File: src/rtl/mips_wb_pkg.sv
// ============================================================================
// Package : mips_wb_pkg
// Shared encodings for the MIPS MEM/WB writeback stage.
// Revision: 1.0 - initial release
// ============================================================================
`default_nettype none

package mips_wb_pkg;

  localparam logic [1:0] RESULT_ALU  = 2'b00;
  localparam logic [1:0] RESULT_LOAD = 2'b01;
  localparam logic [1:0] RESULT_LINK = 2'b10;

  localparam logic [1:0] LOAD_WORD = 2'b00;
  localparam logic [1:0] LOAD_HALF = 2'b01;
  localparam logic [1:0] LOAD_BYTE = 2'b10;

  typedef enum logic {
    WB_RUN  = 1'b0,
    WB_TRAP = 1'b1
  } wb_state_t;

endpackage

`default_nettype wire

File: src/rtl/wb_load_align.sv
// ============================================================================
// Module  : wb_load_align
// Little-endian load lane selection, sign/zero extension and misalign detect.
// Revision: 1.0 - initial release
// ============================================================================
`default_nettype none

module wb_load_align
  import mips_wb_pkg::*;
#(
  parameter int DATA_W = 32
) (
  input  logic [DATA_W-1:0] iMemData,
  input  logic [1:0]        iAddr,
  input  logic [1:0]        iLoadSize,
  input  logic              iLoadUnsigned,
  output logic [DATA_W-1:0] oData,
  output logic              oMisalign
);

  logic [7:0]  byte_lane;
  logic [15:0] half_lane;

  always_comb begin
    case (iAddr)
      2'd0:    byte_lane = iMemData[7:0];
      2'd1:    byte_lane = iMemData[15:8];
      2'd2:    byte_lane = iMemData[23:16];
      default: byte_lane = iMemData[31:24];
    endcase
    half_lane = iAddr[1] ? iMemData[31:16] : iMemData[15:0];

    oData     = iMemData;
    oMisalign = 1'b0;
    case (iLoadSize)
      LOAD_BYTE: oData = {{(DATA_W-8){byte_lane[7] & ~iLoadUnsigned}}, byte_lane};
      LOAD_HALF: begin
        oData     = {{(DATA_W-16){half_lane[15] & ~iLoadUnsigned}}, half_lane};
        oMisalign = iAddr[0];
      end
      LOAD_WORD: oMisalign = |iAddr;
      // reserved size behaves as a word load
      default:   oMisalign = |iAddr;
    endcase
  end

endmodule

`default_nettype wire

File: src/rtl/mem_wb_stage.sv
// ============================================================================
// Module  : mem_wb_stage
// MEM/WB pipeline register with writeback selection and misaligned-load trap.
// Optional retired-instruction counter enabled by macro WB_RETIRE_CNT_EN.
// Revision: 1.0 - initial release
// ============================================================================
`default_nettype none

module mem_wb_stage
  import mips_wb_pkg::*;
#(
  parameter int DATA_W      = 32,
  parameter int REG_AW      = 5,
  parameter int LINK_OFFSET = 4
) (
  input  logic              iCLK,
  input  logic              iCLR_n,
  input  logic              iStall,
  input  logic              iFlush,
  input  logic              iValid,
  input  logic              iRegWrite,
  input  logic [REG_AW-1:0] iWriteRegister,
  input  logic [1:0]        iResultSel,
  input  logic [DATA_W-1:0] iALUResult,
  input  logic [DATA_W-1:0] iMemData,
  input  logic [1:0]        iLoadSize,
  input  logic              iLoadUnsigned,
  input  logic [DATA_W-1:0] iPC,
  input  logic              iExcAck,
  output logic              oValid,
  output logic              oRegWrite,
  output logic [REG_AW-1:0] oWriteRegister,
  output logic [DATA_W-1:0] oWriteData,
  output logic              oMisalign,
  output logic [DATA_W-1:0] oExcAddr,
  output logic [DATA_W-1:0] oExcPC,
  output logic [31:0]       oRetired
);

  wb_state_t         state_q, state_d;
  logic              valid_q, valid_d;
  logic              reg_write_q, reg_write_d;
  logic [REG_AW-1:0] write_register_q, write_register_d;
  logic [DATA_W-1:0] write_data_q, write_data_d;
  logic              misalign_q, misalign_d;
  logic [DATA_W-1:0] exc_addr_q, exc_addr_d;
  logic [DATA_W-1:0] exc_pc_q, exc_pc_d;

  logic [DATA_W-1:0] load_data;
  logic              align_fault;
  logic              load_misalign;
  logic              capture;
  logic [DATA_W-1:0] result;

  wb_load_align #(.DATA_W(DATA_W)) u_align (
    .iMemData      (iMemData),
    .iAddr         (iALUResult[1:0]),
    .iLoadSize     (iLoadSize),
    .iLoadUnsigned (iLoadUnsigned),
    .oData         (load_data),
    .oMisalign     (align_fault)
  );

  assign capture       = ~iFlush & ~iStall;
  assign load_misalign = iValid & (iResultSel == RESULT_LOAD) & align_fault;

  always_comb begin
    case (iResultSel)
      RESULT_ALU:  result = iALUResult;
      RESULT_LOAD: result = load_data;
      RESULT_LINK: result = iPC + DATA_W'(LINK_OFFSET);
      default:     result = iALUResult;
    endcase
  end

  always_comb begin
    state_d          = state_q;
    valid_d          = valid_q;
    reg_write_d      = reg_write_q;
    write_register_d = write_register_q;
    write_data_d     = write_data_q;
    misalign_d       = misalign_q;
    exc_addr_d       = exc_addr_q;
    exc_pc_d         = exc_pc_q;

    if (iFlush) begin
      valid_d     = 1'b0;
      reg_write_d = 1'b0;
    end else if (!iStall) begin
      write_register_d = iWriteRegister;
      write_data_d     = result;
      if (state_q == WB_RUN) begin
        valid_d     = iValid;
        reg_write_d = iValid & iRegWrite & (iWriteRegister != '0) & ~load_misalign;
        if (load_misalign) begin
          misalign_d = 1'b1;
          exc_addr_d = iALUResult;
          exc_pc_d   = iPC;
          state_d    = WB_TRAP;
        end
      end else begin
        // younger instructions are squashed while the trap is pending
        valid_d     = 1'b0;
        reg_write_d = 1'b0;
      end
    end

    // acknowledge is honoured on any edge that is not a pure stall
    if ((state_q == WB_TRAP) && iExcAck && (iFlush || !iStall)) begin
      state_d    = WB_RUN;
      misalign_d = 1'b0;
    end
  end

  always_ff @(posedge iCLK or negedge iCLR_n) begin
    if (!iCLR_n) begin
      state_q          <= WB_RUN;
      valid_q          <= 1'b0;
      reg_write_q      <= 1'b0;
      write_register_q <= '0;
      write_data_q     <= '0;
      misalign_q       <= 1'b0;
      exc_addr_q       <= '0;
      exc_pc_q         <= '0;
    end else begin
      state_q          <= state_d;
      valid_q          <= valid_d;
      reg_write_q      <= reg_write_d;
      write_register_q <= write_register_d;
      write_data_q     <= write_data_d;
      misalign_q       <= misalign_d;
      exc_addr_q       <= exc_addr_d;
      exc_pc_q         <= exc_pc_d;
    end
  end

  assign oValid         = valid_q;
  assign oRegWrite      = reg_write_q;
  assign oWriteRegister = write_register_q;
  assign oWriteData     = write_data_q;
  assign oMisalign      = misalign_q;
  assign oExcAddr       = exc_addr_q;
  assign oExcPC         = exc_pc_q;

`ifdef WB_RETIRE_CNT_EN
  logic [31:0] retired_q, retired_d;

  always_comb begin
    retired_d = retired_q;
    if (capture && (state_q == WB_RUN) && iValid && !load_misalign) begin
      retired_d = retired_q + 32'd1;
    end
  end

  always_ff @(posedge iCLK or negedge iCLR_n) begin
    if (!iCLR_n) begin
      retired_q <= '0;
    end else begin
      retired_q <= retired_d;
    end
  end

  assign oRetired = retired_q;
`else
  assign oRetired = '0;
`endif

endmodule

`default_nettype wire
File: config.mk
export PLATFORM = sky130hd
export DESIGN_NAME = mem_wb_stage
export DESIGN_NICKNAME = d
export VERILOG_FILES = /design/src/rtl/mips_wb_pkg.sv /design/src/rtl/wb_load_align.sv /design/src/rtl/mem_wb_stage.sv
export SDC_FILE = /design/constraint.sdc
export NUM_CORES = 1
export LEC_CHECK = 0
export BUFFER_PORTS_ARGS = -buffer_cell sky130_fd_sc_hd__buf_2
export CORE_MARGIN = 2
export CORE_UTILIZATION = 49
export DETAILED_ROUTE_END_ITERATION = 6
export PLACE_DENSITY = 0.84
export SLEW_MARGIN = 20
export SYNTH_ARGS = -nofsm -noshare
export SYNTH_HDL_FRONTEND = slang
export SYNTH_SLANG_ARGS = --single-unit
File: constraint.sdc
create_clock -name iCLK -period 2.1 [get_ports iCLK]
set_clock_uncertainty 0.1 [all_clocks]
set_input_delay 0.21 -clock iCLK [delete_from_list [all_inputs] [get_ports iCLK]]
set_output_delay 0.21 -clock iCLK [all_outputs]
set_load 0.01 [all_outputs]
==> summary.md, run 1 <==
| Metric | Value |
|---|---|
| Outcome | finished, final reports clean |
| Most frequent CP cell | buf_4 |
| Num rows | 40 |
| Primary FF master, synth | dfrtp_1 |
| Period minus WS final | 1.72 ns |
| Port bufs | 216 |
| Post-route ant nets | 0 |
| Most common cell after layout, fill and taps aside | buf_2 |
| Ys Warns | 0 |
| Seq/Total Area, Yosys | 42.8% |
| Crit-path max FO | 33 |
| Int Pwr | 4.20 mW |
| Final WL | 19100 microns |
| CP Class | in2reg |
| Clock Pin Slew Worst Setup and Hold Paths | 0.07 ns |
| Mapped Avg Cell Area | 9.52 sq um |
| R2R cell count | 4 |
| Top Ports | 249 |
| Die footprint | 13400 sq um |
| Post-DP Area | 7520 sq um |
| Crit path max-delay family | buffers and inverters |
| # H-tree levels | 3 |
| Total CTS buffers | 9 |
| Worst path arrival time | 1.87 ns |
| Peak supply drop | 0.476 mV |
| Area Growth Syn to Fin | 28.4% |
| Worst path required time | 2.25 ns |
| Cell Chain, Critical Path | buf_2 > inv_1 > ha_1 > buf_4 > nor2_1 > buf_4 > a21oi_1 > nor3b_1 > a211oi_1 > o32ai_1 |
| CP max stage cell | ha_1 |
| Post-route insts no fill | 1056 |
| Remaining global-route overflow | 0 |
| Synth top area cells | dfrtp_1 (43%), mux2_2 (12%), o21ai_0 (4.3%) |
| Slowest stage delay, CP | 0.34 ns |
| Combinational Power Share | 29.6% |
| Hold_buf cts | 7 |
| Vias per inst | 5.64 |
| Peak Freq | 0.580 GHz |
| Crit share post-route | 82.1% |
| Synth top area share | 42.8% |
| MaxCap Viol Count | 0 |
| Worst min path class | in2reg |
| Mapped Area | 6140 sq um |
| Sw Pwr | 1.92 mW |
| # DRC | 0 |
| End of the worst register-to-register path | oExcAddr[13] |
| Clock Path Buffers | 2 |
| Initial Util | 50.7% |
| Initial DRC Count | 453 |
| Clk sinks | 105 |
| R2r setup slk | 0.53 ns |
| Max Slew Vio Count | 0 |
| Setup Buffers After CTS | 0 |
| Clock Latency Late Sink | 0.35 ns |
| Commonest non-fill, non-tap cells in the layout | buf_2 (215), dfrtp_1 (105), mux2_2 (65) |
| CP Buf/Inv Count | 4 |
| Clock share of power | 27.2% |
| Util after Layout | 65.1% |
| Cell taking the most area after synthesis | dfrtp_1 |
| Vias | 5956 |
| Placed Instances | 1030 |
| Pwr Density | 777 nW/um^2 |
| Avg WL per Cell | 18.0 microns |
| Seq pwr share | 43.2% |
| Die height | 116 microns |
| Final setup viols | 0 |
| CTS tree | done |
| Setup crit end kind | flop |
| Vias in the first global route | 5729 |
| Total core area | 12100 sq um |
| Post_cts resized | 0 |
| Slew at the pin closest to its max-slew limit | 0.509 ns |
| Hold Fails Final Rpt | 0 |
| Share of cells above drive strength 1 | 38.9% |
| Max transition margin | 65.7% |
| Setup TNS | 0 ns |
| Static leakage | 3.79 nW |
| Async S/R FF share, synth | 100% |
| Worst hold slack | 0.00672 ns |
| GRT Util Overall | 28.7% |
| Count of cell types in the netlist | 56 |
| Design area | 7880 sq um |
| Largest net degree at the start of global routing | 46 |
| Worst setup SP type | primary input |
| Critical path depth | 10 |
| HPWL reported at the end of detailed placement | 15000 microns |
| RSZ-0062 raised after global routing | no |
| Sw Share | 31.4% |
| Clock Root Buffer | clkbuf_16 |
| Initial antenna violation count | 5 |
| Worst reg2reg path startpoint | state_q |
| Mapped Cells | 645 |
| Post-synth EDFFs | 0 |
| First-pass GRT wire length | 29800 microns |
| Routability cong. | 0.920 |
| Pre-antenna DRT Iters | 6 |
| Hold Crit Depth | 2 |
| Critical path origin | iLoadSize[0] |
| Synth Register Bits | 105 |
| Chip Width | 116 microns |
| Worst setup endpoint | oWriteData[27] |
| Nets | 998 |
## synth_stat cells (all sizes together) (3+ instances only)
library cell,n
dfrtp,105
mux2,68
nand2,57
o21ai,55
a21oi,43
buf,43
clkbuf,31
nor2,27
or3,20
xnor2,20
inv,15
a31oi,14
nand3,13
nor4,11
o22ai,11
and2,9
o221ai,9
nand2b,7
nand4,7
nor3,7
and3,6
mux2i,6
o211ai,6
and4,5
ha,5
o31a,5
o31ai,5
a21o,3
nor2b,3
o221a,3
## power by group through the flow
| stage | combinational, mW | clock [mW] | sequential, mW |
|---|---|---|---|
| floorplan | 0.751 | 0 | 2.88 |
| global placement | 1.76 | 0 | 2.67 |
| detailed placement | 1.80 | 0 | 2.68 |
| CTS | 1.81 | 1.70 | 2.65 |
| global route | 1.98 | 1.76 | 2.70 |
| finish | 1.81 | 1.66 | 2.65 |
## kinds of logic (layout without fill, tap and decap cells)
| kind of cell | after synthesis | after routing | synth area share, % |
|---|---|---|---|
| mux | 74 | 74 | 13.5 |
| simple gates | 176 | 176 | 14.4 |
| fa+ha+maj | 5 | 5 | 1.02 |
| flops | 105 | 105 | 42.8 |
| compound gates | 174 | 174 | 17.6 |
| other cells | 1 | 35 | 0.0611 |
| buf+inv | 89 | 298 | 7.66 |
| xor+xnor | 21 | 21 | 3.00 |
## per-layer routing
metal / track usage (%) / wire (microns) / vias up
met4: 13.0 / 730 / 4
li1: - / - / 2769
met2: 44.4 / 8660 / 301
met1: 38.0 / 7820 / 2827
met3: 7.48 / 1820 / 55
met5: 0 / 32 / -
## how the worst min path moves through the flow
stage | start | to | slack, ns
4_1_cts | iALUResult[9] | oExcAddr[9] | 0.00006
3_5_place_dp | iCLR_n | oExcPC[28] | 0.05
5_1_grt | iALUResult[11] | oExcAddr[11] | 0.001
6_report | iALUResult[10] | oExcAddr[10] | 0.007
3_3_place_gp | iCLR_n | oExcPC[28] | 0.05
2_1_floorplan | iCLR_n | oExcAddr[0] | -0.19
## sequential cells by signal (all words and copies together) (netlist names)
name and count:
oExcAddr 32, oExcPC 32, oMisalign 1, oRegWrite 1, oValid 1, oWriteData 32
oWriteRegister 5, state_q 1
## cell type report
class | instances | area, sq um
tap | 168 | 210
inverter | 15 | 56.3
clock inverter | 2 | 38.8
sequential | 105 | 2630
clock buffer | 14 | 244
timing repair buffer | 267 | 1530
antenna | 3 | 7.51
multi-input combinational | 482 | 3160
fill | 1063 | 4230
## stage by stage
stage	worst slack [ns]	power, mW
floorplan	0.0775	3.63
global placement	0.0824	4.42
detailed placement	0.0435	4.48
CTS	0.382	6.16
global route	0.249	6.44
finish	0.376	6.12
Note: power is estimated with default switching activity, not from simulation.
==> inputs of run 2 (changes only) <==
Settings changed: CORE_UTILIZATION 49 to 44, PLACE_DENSITY 0.84 to 0.8.
Clock period 2.1 ns to 1.4 ns, I/O delays scaled along.
==> run 2 against run 1 <==
Compared with the run above: the run now ends with hold timing, setup timing left; setup slack got worse by 0.54 ns; die area increased by 11%; utilization increased by 6.7 points; clock-buffer cell count decreased by 4; worst hold slack got worse by 0.016 ns; non-clock buffer count increased by 134; global-route usage increased by 1.4 points; largest power group unchanged; first-iteration DRC count increased by 30%; critical path depth decreased by 5.
==> summary.md, run 2 (same netlist as run 1, synthesis figures left out) <==
| Metric | Value |
|---|---|
| MaxCap Viol Count | 0 (unchanged) |
| Num rows | 43 (was 40) |
| Combinational Power Share | 34.3% (was 29.6%) |
| Cell Chain, Critical Path | inv_2 > and3_4 > buf_12 > buf_16 > mux2_4 (was buf_2 > inv_1 > ha_1 > buf_4 > nor2_1 > buf_4 > a21oi_1 > nor3b_1 > a211oi_1 > o32ai_1) |
| Nets | 1132 (was 998) |
| # H-tree levels | 3 (unchanged) |
| DP Worst Slack | -0.824 ns (was 0.0435 ns) |
| Static leakage | 4.76 nW (was 3.79 nW) |
| Die height | 122 microns (was 116 microns) |
| Crit share post-route | 112% |
| Top Ports | 249 (unchanged) |
| End of the worst register-to-register path | oExcAddr[2] (was oExcAddr[13]) |
| Outcome | complete, but fails checks (was finished, final reports clean) |
| R2r setup slk | -0.16 ns (was 0.53 ns) |
| Initial DRC Count | 588 (was 453) |
| Clock share of power | 26.5% (was 27.2%) |
| Worst min path class | in2reg (unchanged) |
| Vias in the first global route | 6470 (was 5729) |
| HPWL reported at the end of detailed placement | 16200 microns (was 15000 microns) |
| Final WL | 23500 microns (was 19100 microns) |
| Setup crit end kind | flop (unchanged) |
| Remaining global-route overflow | 0 (unchanged) |
| Post-route ant nets | 0 (unchanged) |
| Clock Latency Late Sink | 0.36 ns (was 0.35 ns) |
| Sw Share | 32.1% (was 31.4%) |
| Port bufs | 216 (unchanged) |
| CP max stage cell | dfrtp_1 (was ha_1) |
| # fillers | 981 (was 1063) |
| R2R cell count | 5 (was 4) |
| Failing checks | hold timing, setup timing |
| Crit path max-delay family | flip-flops (was buffers and inverters) |
| FF+latch area | 2630 sq um (unchanged) |
| Hold_sp | iPC[29] (was iALUResult[10]) |
| CTS tree | done (unchanged) |
| CP Class | reg2reg (was in2reg) |
| Final setup viols | 67 (was 0) |
| Vias per inst | 5.53 (was 5.64) |
| Avg WL per Cell | 19.6 microns (was 18.0 microns) |
| Area Growth Syn to Fin | 61.1% (was 28.4%) |
| Chip Width | 122 microns (was 116 microns) |
| Clk sinks | 105 (unchanged) |
| Peak Freq | 0.640 GHz |
| CP Buf/Inv Count | 3 (was 4) |
| Period minus WS final | 1.56 ns |
| Initial antenna violation count | 3 (was 5) |
| Routability cong. | 0.932 (was 0.920) |
| # DRC | 0 (unchanged) |
| Hold Fails Final Rpt | 1 (was 0) |
| Clock Root Buffer | clkbuf_16 (unchanged) |
| Max Slew Vio Count | 0 (unchanged) |
| Largest net degree at the start of global routing | 44 (was 46) |
| First-pass GRT wire length | 34300 microns (was 29800 microns) |
| Util after Layout | 71.8% (was 65.1%) |
| Worst path required time | 1.54 ns (was 2.25 ns) |
| Die footprint | 14900 sq um (was 13400 sq um) |
| Worst hold slack | -0.00880 ns (was 0.00672 ns) |
| Pre-antenna DRT Iters | 5 (was 6) |
| Worst path arrival time | 1.70 ns (was 1.87 ns) |
| Clock Path Buffers | 2 (unchanged) |
| GRT Util Overall | 30.1% (was 28.7%) |
| Multi-input gate area | 3760 sq um (was 3160 sq um) |
| Total CTS buffers | 9 (unchanged) |
| Final Worst Setup Slack | -0.162 ns (was 0.376 ns) |
| Peak supply drop | 0.659 mV (was 0.476 mV) |
| Pwr Density | 1030 nW/um^2 (was 777 nW/um^2) |
| Share of cells above drive strength 1 | 49.7% (was 38.9%) |
| Most common cell after layout, fill and taps aside | buf_2 (unchanged) |
| Slowest stage delay, CP | 0.41 ns (was 0.34 ns) |
| Vias | 6639 (was 5956) |
| Crit-path max FO | 8 (was 33) |
| Commonest non-fill, non-tap cells in the layout | buf_2 (211), buf_4 (117), dfrtp_1 (105) (was buf_2 (215), dfrtp_1 (105), mux2_2 (65)) |
| Hold Crit Endpoint | oExcPC[29] (was oExcAddr[10]) |
| Hold Crit Depth | 2 (unchanged) |
| Clock Pin Slew Worst Setup and Hold Paths | 0.07 ns (about the same) |
| Total core area | 13800 sq um (was 12100 sq um) |
| Worst reg2reg path startpoint | state_q (unchanged) |
| Sw Pwr | 3.28 mW (was 1.92 mW) |
| Seq pwr share | 39.3% (was 43.2%) |
| RSZ-0062 raised after global routing | yes (was no) |
| Worst setup SP type | flop (was primary input) |
| Int Pwr | 6.94 mW (was 4.20 mW) |
| Initial Util | 44.6% (was 50.7%) |
==> run 2: area by class of cell <==
type | instances | area share, %
Multi-Input combinational cell | 482 | 38.0
Timing Repair Buffer | 401 | 29.3
Sequential cell | 105 | 26.6
Clock buffer | 10 | 2.42
Tap cell | 180 | 2.28
Clock inverter | 6 | 0.734
Inverter | 15 | 0.569
Antenna cell | 2 | 0.0506
==> run 2: power groups by stage <==
| stage | Clock [mW] | Sequential [mW] | Combinational (mW) |
|---|---|---|---|
| floorplan | 0 | 4.33 | 1.27 |
| global placement | 0 | 4.02 | 2.98 |
| detailed placement | 0 | 4.04 | 3.04 |
| CTS | 2.72 | 4.00 | 3.28 |
| global route | 2.86 | 4.09 | 3.76 |
| finish | 2.70 | 4.01 | 3.50 |
==> run 2: worst max-delay path by stage <==
stage                       startpoint              to  slack [ns]  cells after the start
after floorplan           iLoadSize[0]    oExcAddr[10]       -0.49                      9
after global placement          iPC[3]  oWriteData[14]       -0.73                      8
after detailed placement  iLoadSize[0]  oWriteData[14]       -0.82                     10
after CTS                      state_q    oExcAddr[13]       -0.13                      5
after global routing      iLoadSize[1]    oExcAddr[14]       -0.21                      8
final                          state_q     oExcAddr[2]       -0.16                      5
==> run 2: stage by stage <==
step,std cells,hold WS [ns],power (mW),TNS [ns],area (sq um)
after floorplan,676,-0.256,5.60,-37.37,6490
after global placement,1123,-0.138,7.00,-46.32,8310
after global routing,1199,0.0126,10.7,-12.01,9880
final,1201,-0.00880,10.2,-8.50,9890
after detailed placement,1123,-0.140,7.08,-49.08,8310
after CTS,1194,0.000583,9.99,-5.62,9490
==> run 2: timing repair <==
item,4_1_cts,5_1_grt
hold buffers,45,0
cloned,5,2
pin swaps,21,30
endpoints found under the setup margin,90,96
gates resized for setup,58,82
endpoints found under the hold margin,151,0
setup buffers,6,4
==> run 2: layer usage <==
layer	up-vias	part of all wire [%]	track usage, %
met5	-	0.089	0
met3	65	8.1	6.37
li1	3023	-	-
met4	4	3.9	13.7
met1	3216	41	38.4
met2	331	47	49.0
